==> src/rtl/multi_ctrl_pkg.sv <==
// Shared definitions for the multi-cycle MIPS main control FSM:
// state encodings, opcode constants, mux-select constants and the
// packed control-output vector. Optional addi support is enabled by
// defining MULTI_CTRL_ADDI_EN, which adds states IEX (10) and IWB (11).
package multi_ctrl_pkg;

  typedef enum logic [3:0] {
    ST_IF  = 4'd0,
    ST_ID  = 4'd1,
    ST_MA  = 4'd2,
    ST_MR  = 4'd3,
    ST_MWB = 4'd4,
    ST_MW  = 4'd5,
    ST_REX = 4'd6,
    ST_RWB = 4'd7,
    ST_BEQ = 4'd8,
    ST_J   = 4'd9
`ifdef MULTI_CTRL_ADDI_EN
    ,
    ST_IEX = 4'd10,
    ST_IWB = 4'd11
`endif
  } state_t;

  // Opcode field IR[31:26]
  localparam logic [5:0] OP_R    = 6'b000000;
  localparam logic [5:0] OP_LW   = 6'b100011;
  localparam logic [5:0] OP_SW   = 6'b101011;
  localparam logic [5:0] OP_BEQ  = 6'b000100;
  localparam logic [5:0] OP_J    = 6'b000010;
  localparam logic [5:0] OP_ADDI = 6'b001000;

  // ALUop codes consumed by the ALU control decoder
  localparam logic [1:0] ALUOP_ADD   = 2'b00;
  localparam logic [1:0] ALUOP_SUB   = 2'b01;
  localparam logic [1:0] ALUOP_FUNCT = 2'b10;

  // ALU B operand select
  localparam logic [1:0] SRCB_REG    = 2'b00;
  localparam logic [1:0] SRCB_FOUR   = 2'b01;
  localparam logic [1:0] SRCB_IMM    = 2'b10;
  localparam logic [1:0] SRCB_IMM_SH = 2'b11;

  // Next-PC select
  localparam logic [1:0] PCSRC_ALU    = 2'b00;
  localparam logic [1:0] PCSRC_ALUOUT = 2'b01;
  localparam logic [1:0] PCSRC_JUMP   = 2'b10;

  // Control output vector; field order matches the top-level unpacking.
  typedef struct packed {
    logic       pc_write;
    logic       pc_write_cond;
    logic       i_or_d;
    logic       mem_read;
    logic       mem_write;
    logic       ir_write;
    logic       mem_to_reg;
    logic       reg_dst;
    logic       reg_write;
    logic       alu_src_a;
    logic [1:0] alu_src_b;
    logic [1:0] alu_op;
    logic [1:0] pc_source;
  } ctrl_t;

  localparam int CTRL_W = $bits(ctrl_t);

endpackage

==> src/rtl/ctrl_out_decode.sv <==
// Purely combinational Moore decode of the control FSM state into the
// datapath control vector. The only input-dependent outputs are the IF
// strobes IRWrite/PCWrite, which follow mem_ready. While reset is high
// every control output and the debug state are forced to zero.
// With MULTI_CTRL_ADDI_EN undefined, encodings 10 and 11 decode as unused.
module ctrl_out_decode
  import multi_ctrl_pkg::*;
(
  input  logic              reset,
  input  logic [3:0]        state,
  input  logic              mem_ready,
  output logic [CTRL_W-1:0] ctrl,
  output logic [3:0]        dbg_state
);

  ctrl_t c;

  // Per-state output decode; unlisted outputs stay 0 via the default.
  always_comb begin
    c = '0;
    if (!reset) begin
      case (state)
        ST_IF: begin
          c.mem_read  = 1'b1;
          c.alu_src_b = SRCB_FOUR;
          c.alu_op    = ALUOP_ADD;
          c.pc_source = PCSRC_ALU;
          c.ir_write  = mem_ready;
          c.pc_write  = mem_ready;
        end
        ST_ID: begin
          c.alu_src_b = SRCB_IMM_SH;
          c.alu_op    = ALUOP_ADD;
        end
        ST_MA: begin
          c.alu_src_a = 1'b1;
          c.alu_src_b = SRCB_IMM;
          c.alu_op    = ALUOP_ADD;
        end
        ST_MR: begin
          c.mem_read = 1'b1;
          c.i_or_d   = 1'b1;
        end
        ST_MWB: begin
          c.reg_write  = 1'b1;
          c.mem_to_reg = 1'b1;
        end
        ST_MW: begin
          c.mem_write = 1'b1;
          c.i_or_d    = 1'b1;
        end
        ST_REX: begin
          c.alu_src_a = 1'b1;
          c.alu_src_b = SRCB_REG;
          c.alu_op    = ALUOP_FUNCT;
        end
        ST_RWB: begin
          c.reg_write = 1'b1;
          c.reg_dst   = 1'b1;
        end
        ST_BEQ: begin
          c.alu_src_a     = 1'b1;
          c.alu_src_b     = SRCB_REG;
          c.alu_op        = ALUOP_SUB;
          c.pc_write_cond = 1'b1;
          c.pc_source     = PCSRC_ALUOUT;
        end
        ST_J: begin
          c.pc_write  = 1'b1;
          c.pc_source = PCSRC_JUMP;
        end
`ifdef MULTI_CTRL_ADDI_EN
        ST_IEX: begin
          c.alu_src_a = 1'b1;
          c.alu_src_b = SRCB_IMM;
          c.alu_op    = ALUOP_ADD;
        end
        ST_IWB: begin
          c.reg_write = 1'b1;
        end
`endif
        default: c = '0;
      endcase
    end
  end

  assign ctrl      = c;
  assign dbg_state = reset ? 4'd0 : state;

endmodule

==> src/rtl/multi_cycle_ctrl.sv <==
// Main control FSM of the multi-cycle MIPS datapath: state register and
// next-state logic; output decode lives in ctrl_out_decode.
// Optional addi support: define MULTI_CTRL_ADDI_EN.
//
// Memory handshake: MemRead/MemWrite are held for as long as the FSM sits
// in IF, MR or MW; mem_ready=1 in a cycle means the access completed in
// that cycle, and the FSM advances at the following rising edge. mem_ready
// is ignored in every other state.
module multi_cycle_ctrl
  import multi_ctrl_pkg::*;
(
  input  logic       clk,
  input  logic       reset,
  input  logic [5:0] Op,
  input  logic       mem_ready,
  output logic       PCWrite,
  output logic       PCWriteCond,
  output logic       IorD,
  output logic       MemRead,
  output logic       MemWrite,
  output logic       IRWrite,
  output logic       MemtoReg,
  output logic       RegDst,
  output logic       RegWrite,
  output logic       ALUSrcA,
  output logic [1:0] ALUSrcB,
  output logic [1:0] ALUop,
  output logic [1:0] PCSource,
  output logic [3:0] state
);

  state_t            state_q;
  state_t            state_d;
  logic [CTRL_W-1:0] ctrl;

  // State register with synchronous reset to IF.
  always_ff @(posedge clk) begin
    if (reset) state_q <= ST_IF;
    else       state_q <= state_d;
  end

  // Next-state logic; Op is only looked at in ID and MA.
  always_comb begin
    state_d = ST_IF;
    case (state_q)
      ST_IF:  state_d = mem_ready ? ST_ID : ST_IF;
      ST_ID: begin
        case (Op)
          OP_R:    state_d = ST_REX;
          OP_LW,
          OP_SW:   state_d = ST_MA;
          OP_BEQ:  state_d = ST_BEQ;
          OP_J:    state_d = ST_J;
`ifdef MULTI_CTRL_ADDI_EN
          OP_ADDI: state_d = ST_IEX;
`endif
          default: state_d = ST_IF;
        endcase
      end
      ST_MA: begin
        if      (Op == OP_LW) state_d = ST_MR;
        else if (Op == OP_SW) state_d = ST_MW;
        else                  state_d = ST_IF;
      end
      ST_MR:  state_d = mem_ready ? ST_MWB : ST_MR;
      ST_MWB: state_d = ST_IF;
      ST_MW:  state_d = mem_ready ? ST_IF : ST_MW;
      ST_REX: state_d = ST_RWB;
      ST_RWB: state_d = ST_IF;
      ST_BEQ: state_d = ST_IF;
      ST_J:   state_d = ST_IF;
`ifdef MULTI_CTRL_ADDI_EN
      ST_IEX: state_d = ST_IWB;
      ST_IWB: state_d = ST_IF;
`endif
      default: state_d = ST_IF;
    endcase
  end

  ctrl_out_decode u_decode (
    .reset     (reset),
    .state     (state_q),
    .mem_ready (mem_ready),
    .ctrl      (ctrl),
    .dbg_state (state)
  );

  assign {PCWrite, PCWriteCond, IorD, MemRead, MemWrite, IRWrite, MemtoReg,
          RegDst, RegWrite, ALUSrcA, ALUSrcB, ALUop, PCSource} = ctrl;

endmodule

==> config.mk <==
export PLATFORM = sky130hd
export DESIGN_NAME = multi_cycle_ctrl
export DESIGN_NICKNAME = d
export VERILOG_FILES = /design/src/rtl/multi_ctrl_pkg.sv /design/src/rtl/ctrl_out_decode.sv /design/src/rtl/multi_cycle_ctrl.sv
export SDC_FILE = /design/constraint.sdc
export NUM_CORES = 1
export LEC_CHECK = 0
export BUFFER_PORTS_ARGS = -buffer_cell sky130_fd_sc_hd__buf_2
export CORE_AREA = 4 4 41 43
export CTS_CLUSTER_DIAMETER = 80
export CTS_CLUSTER_SIZE = 30
export DETAILED_ROUTE_END_ITERATION = 6
export DIE_AREA = 0 0 45 47
export PLACE_DENSITY = 0.8
export SLEW_MARGIN = 10
export SYNTH_ARGS = -nofsm -noshare
export SYNTH_HDL_FRONTEND = slang
export SYNTH_HIERARCHICAL = 1
export SYNTH_SLANG_ARGS = --single-unit
==> constraint.sdc <==
create_clock -name clk -period 4.3 [get_ports clk]
set_clock_uncertainty 0.15 [all_clocks]
set_input_delay 0.86 -clock clk [delete_from_list [all_inputs] [get_ports clk]]
set_output_delay 0.86 -clock clk [all_outputs]
set_load 0.005 [all_outputs]
# Word level (Yosys, flattened, before mapping)

Index checks and enable logic that the tools add are counted.

Register bits after elaboration: 4
Logic and storage cells: 42
Bits of input ports: 9
Output and inout port bits: 20

Equal/unequal tests: 13
Mux-type cells: 21
Reduce and logical (&&, ||, !) cells: 7

Operators with widths:

| cell                 | number |
|---|---|
| $pmux W4 S6          | 1 |
| $pmux W4 S5          | 1 |
| $eq A4 B3 Y1 const B | 4 |
| $mux W16             | 1 |
| $pmux W4 S4          | 1 |
| $eq A6 B6 Y1 const B | 2 |
| $mux W3              | 4 |
| $mux W1              | 10 |
| $eq A4 B2 Y1 const B | 2 |
| $eq A4 B4 Y1 const B | 2 |
| $reduce_or A2 Y1     | 4 |
| $eq A6 B2 Y1 const B | 1 |
| $eq A6 B3 Y1 const B | 1 |
| $logic_not A6 Y1     | 1 |
| $eq A4 B1 Y1 const B | 1 |
| $logic_not A4 Y1     | 1 |
| $mux W4              | 1 |
| $pmux W2 S2          | 1 |
| $reduce_or A3 Y1     | 1 |
| $pmux W1 S2          | 1 |

# Depth between registers and ports, before layout

Depth after elaboration: 4
Depth in mapped cells: 4
Gate-level depth less buffers: 4

# By module

The synthesis kept the hierarchy.

By module, submodules not included:

| module           | cells each | times used | seq. area each (um2) | area each (um2) |
|---|---|---|---|---|
| multi_cycle_ctrl | 39         | 1          | 80.1                 | 319.1 |
| ctrl_out_decode  | 35         | 1          | 0.0                  | 236.5 |

# Worst setup path after synthesis

OpenSTA, ideal clock, no wires.

Path kind: input port to flip-flop
Start: in Op[0]
End: reg state_q[2]
Setup slack: 1.627 ns
Path buffers: 0
Data arrival time: 2.420 ns
Stages: 4
Required time: 4.047 ns
Setup time: 0.103 ns
Cells stage by stage: or4_1 -> or4_4 -> o32a_1 -> a2111oi_2

Word-level cells in the longest chain between the ends: 4
Elaborated cells between the ends (all ways): 10
Classes of those cells: 4 x eq/ne; 4 x mux; 2 x reduce/logical

RTL lines:

| element                                            | line                                                                   | source |
|---|---|---|
| start: declaration                                 | multi_cycle_ctrl.sv:14                                                 | `input logic [5:0] Op,` |
| $eq A6 B6 Y1 (on tied branches)                    | multi_cycle_ctrl.sv:48, multi_cycle_ctrl.sv:61, multi_cycle_ctrl.sv:62 |  |
| $reduce_or A2 Y1 / $mux W3 (equally long branches) | multi_cycle_ctrl.sv:48, multi_cycle_ctrl.sv:62                         |  |
| $pmux W4 S4 / $mux W3 (equally long branches)      | multi_cycle_ctrl.sv:48, multi_cycle_ctrl.sv:61                         |  |
| $pmux W4 S6 (*)                                    | multi_cycle_ctrl.sv:45                                                 | `case (state_q)` |
| end signal: assignment                             | multi_cycle_ctrl.sv:39                                                 | `else state_q <= state_d;` |
| end: declaration                                   | multi_cycle_ctrl.sv:32                                                 | `state_t state_q;` |

Every way passes the cells marked *; elsewhere a longest branch is shown, timed or not.
A chain may end at the register's enable or synchronous reset.

# Worst setup path after layout

Start: in mem_ready
End: out PCWrite

Word-level cells in the longest chain between the ends: 2

RTL lines:

| element            | line                   | source |
|---|---|---|
| start: declaration | multi_cycle_ctrl.sv:15 | `input logic mem_ready,` |
| $pmux W1 S2        | ctrl_out_decode.sv:22  | `case (state)` |
| $mux W16           | ctrl_out_decode.sv:21  | `if (!reset) begin` |
| end: declaration   | multi_cycle_ctrl.sv:16 | `output logic PCWrite,` |

Every way passes these cells.

==> reports/results.ini <==
[logic_synthesis]
ys_ff_latch=4
synth-edff-count=0
yosys.area.top_type_share_pct=14.41
seq_area_frac_synth_pct=14.41
synth_flop_cell=dfxtp_1
yosysTopAreaCell=dfxtp_1
yosys_warnings=6
syn_nets=83
synthTopCellsByArea=dfxtp_1 (14%), nor3_1 (7.2%), nand2b_1 (5.6%), a2111oi_2 (5.4%), nor2b_1 (4.5%)
netlist_instances=74
syn_area_sq_um=555.5
ys_types=38
synth.avg_cell_area_sq_um=7.507
async_flop_share_pct=0

[min_path]
hold_path_class=flop to flop
whs_path_depth=1

[setup_path]
cp.required_ns=3.29
critical_path_class=input pin to primary output
rrSetupSlack_ns=2.01
worstPathMaxFanout=6
cp.arrival_ns=1.87
cp-start-kind=input pin
timing.critical_path.to_type=primary output
r2r_cells=4

[grt]
grt_antenna_before_repair=0
grt.overflow.total=0
grt_usage_pct=13.59
grt_pass1_wl_um=2097
grt_pass1_vias=473
grt_start_max_net_pins=20

[cells_and_area]
largestRegisters=state_q: 4 flops
top_register=state_q
final_area_sq_um=679.4
finalNetCount=108
utilization_pct=52.21
antenna_cells=0
drive_gt1_share_pct=38.14
final_cells=112
area_delta_synth_final_pct=22.30
largest_register_ffs=4
fillCellCount=140

[clock_tree]
clock-sinks=4
clock_path_buffers=2
clockRootBuffer=clkbuf_4
cts_setup_buffers=0
cts_tree=built
ctsResizeCount=0
clk_latency_ns=0.23
hold_buffers=0
clkSlewWorstSetupHoldPaths_ns=0.04
cts_max_level=1
numCtsBuffers=3

[pwr]
power_frac_seq_pct=36.7
p_total_mw=0.1110
switching_power_mw=0.02967
ir_drop_mv=0.1570
comb_power_share_pct=21.8
p_leak_nw=0.3019
p_int_mw=0.08133
powerDensity_nw_per_um2=163.4
switching_share_pct=26.73
pwr-share-clk_pct=41.5

[sta]
max_slew_margin_pct=61.19
fmax_mhz=346.9
fin_tns_setup_ns=0
setup_viol=0
slew_violations=0
final.period_utilization_pct=67.04
rsz0062_at_grt=no
final-hold-violation-count=0
max_slew.worst_pin.slew_ns=0.5743
fin_crit_ns=2.883

[floorplan]
fp.dieArea_sq_um=2115
core-area_sq_um=1301
die_w_um=45
initial_core_util_pct=42.69
io_pins=29
die_height_um=47
rows=13

[detailed_routing]
ant_nets=0
dr.pass1.iters=4
drc=0
vias=617
routedWlPerCell_um=11.85
drtIter0Drc=10
drt-total-wl_um=1327
routed_via_density=5.509

[placed_design]
dpl.hpwl_um=965.3
gp_congestion=0.7618
portBuffers=28
postPlaceCellArea_sq_um=656.9
placed_cells=109

[run]
maxCapViolCount=0

[outcome]
status=finished clean

==> critical path: stages <==
cell and delay [ns]:
buf_2 0.12, or3b_1 0.37, a2111oi_2 0.35, buf_2 0.17
==> layout make-up <==
type	instances	area (sq um)	area share, %
repair buffers	28	140.1	20.63
inverters	3	11.26	1.657
clock buffers	3	22.52	3.315
flip-flops and latches	4	80.08	11.79
multi-input cells	59	406.6	59.85
well taps	15	18.77	2.762
==> path summary, 6_finish.rpt <==
kind / start / endpoint
max: mem_ready / PCWrite
min: state_q[3]$_SDFF_PP0_ / state_q[2]$_SDFF_PP0_
max reg2reg: state_q[1]$_SDFF_PP0_ / state_q[2]$_SDFF_PP0_
min reg2reg: state_q[3]$_SDFF_PP0_ / state_q[2]$_SDFF_PP0_
==> per-layer routing <==
| metal | vias to the layer above | global-route usage, % | part of all wire (%) |
|---|---|---|---|
| met5 | - | 0 | 0 |
| met4 | 0 | 1.754 | 0 |
| met3 | 0 | 6.897 | 15 |
| met2 | 34 | 21.19 | 39 |
| met1 | 257 | 17.27 | 45 |
| li1 | 326 | - | - |
==> power groups by stage <==
| stage | Combinational, mW | Clock [mW] | Sequential (mW) |
|---|---|---|---|
| after floorplan | 0.0159 | 0 | 0.0396 |
| after global placement | 0.0238 | 0 | 0.0412 |
| after detailed placement | 0.0242 | 0 | 0.0412 |
| after CTS | 0.0243 | 0.0480 | 0.0407 |
| after global routing | 0.0273 | 0.0527 | 0.0410 |
| final | 0.0242 | 0.0461 | 0.0408 |
==> cell usage in the layout, fill, tap and decap left out, drive strengths merged, types with 2 or more instances in the layout <==
master | Yosys | final
a21oi | 2 | 2
xnor2 | 2 | 2
nor4 | 4 | 4
inv | 3 | 3
o21ai | 2 | 2
nand2b | 5 | 5
a2111oi | 2 | 2
nor2 | 3 | 3
nand2 | 3 | 3
nor3 | 8 | 8
or3 | 2 | 2
or3b | 2 | 2
buf | 6 | 28
or4 | 2 | 2
or4b | 2 | 2
clkbuf | 2 | 3
nand3 | 2 | 2
nor2b | 4 | 4
dfxtp | 4 | 4
o32ai | 2 | 2
==> cells by family after synthesis <==
kind of cell / count (synthesis) / synth area share (%)
flops: 4 / 14.41
compound gates: 14 / 20.95
simple gates: 42 / 47.53
xor+xnor: 3 / 4.731
buf+inv: 11 / 12.39
==> through the flow <==
stage	hold WS, ns	setup WS (ns)
5_1_grt	0.7024	1.329
2_1_floorplan	0.3841	1.627
6_report	0.6276	1.417
3_3_place_gp	0.6266	1.404
3_5_place_dp	0.6314	1.406
4_1_cts	0.6356	1.407
==> cells in the mapped netlist, types with 2 or more instances <==
cell	count
a21oi_1	2
nand3_1	2
nand2_1	3
xnor2_1	2
nor3_1	8
o21ai_0	2
dfxtp_1	4
nor4_1	4
nor2b_1	4
nor2_1	3
buf_4	3
inv_1	3
o32ai_1	2
nand2b_1	5
clkbuf_1	2
buf_6	2
a2111oi_2	2
Power figures use the tool's default switching activity.
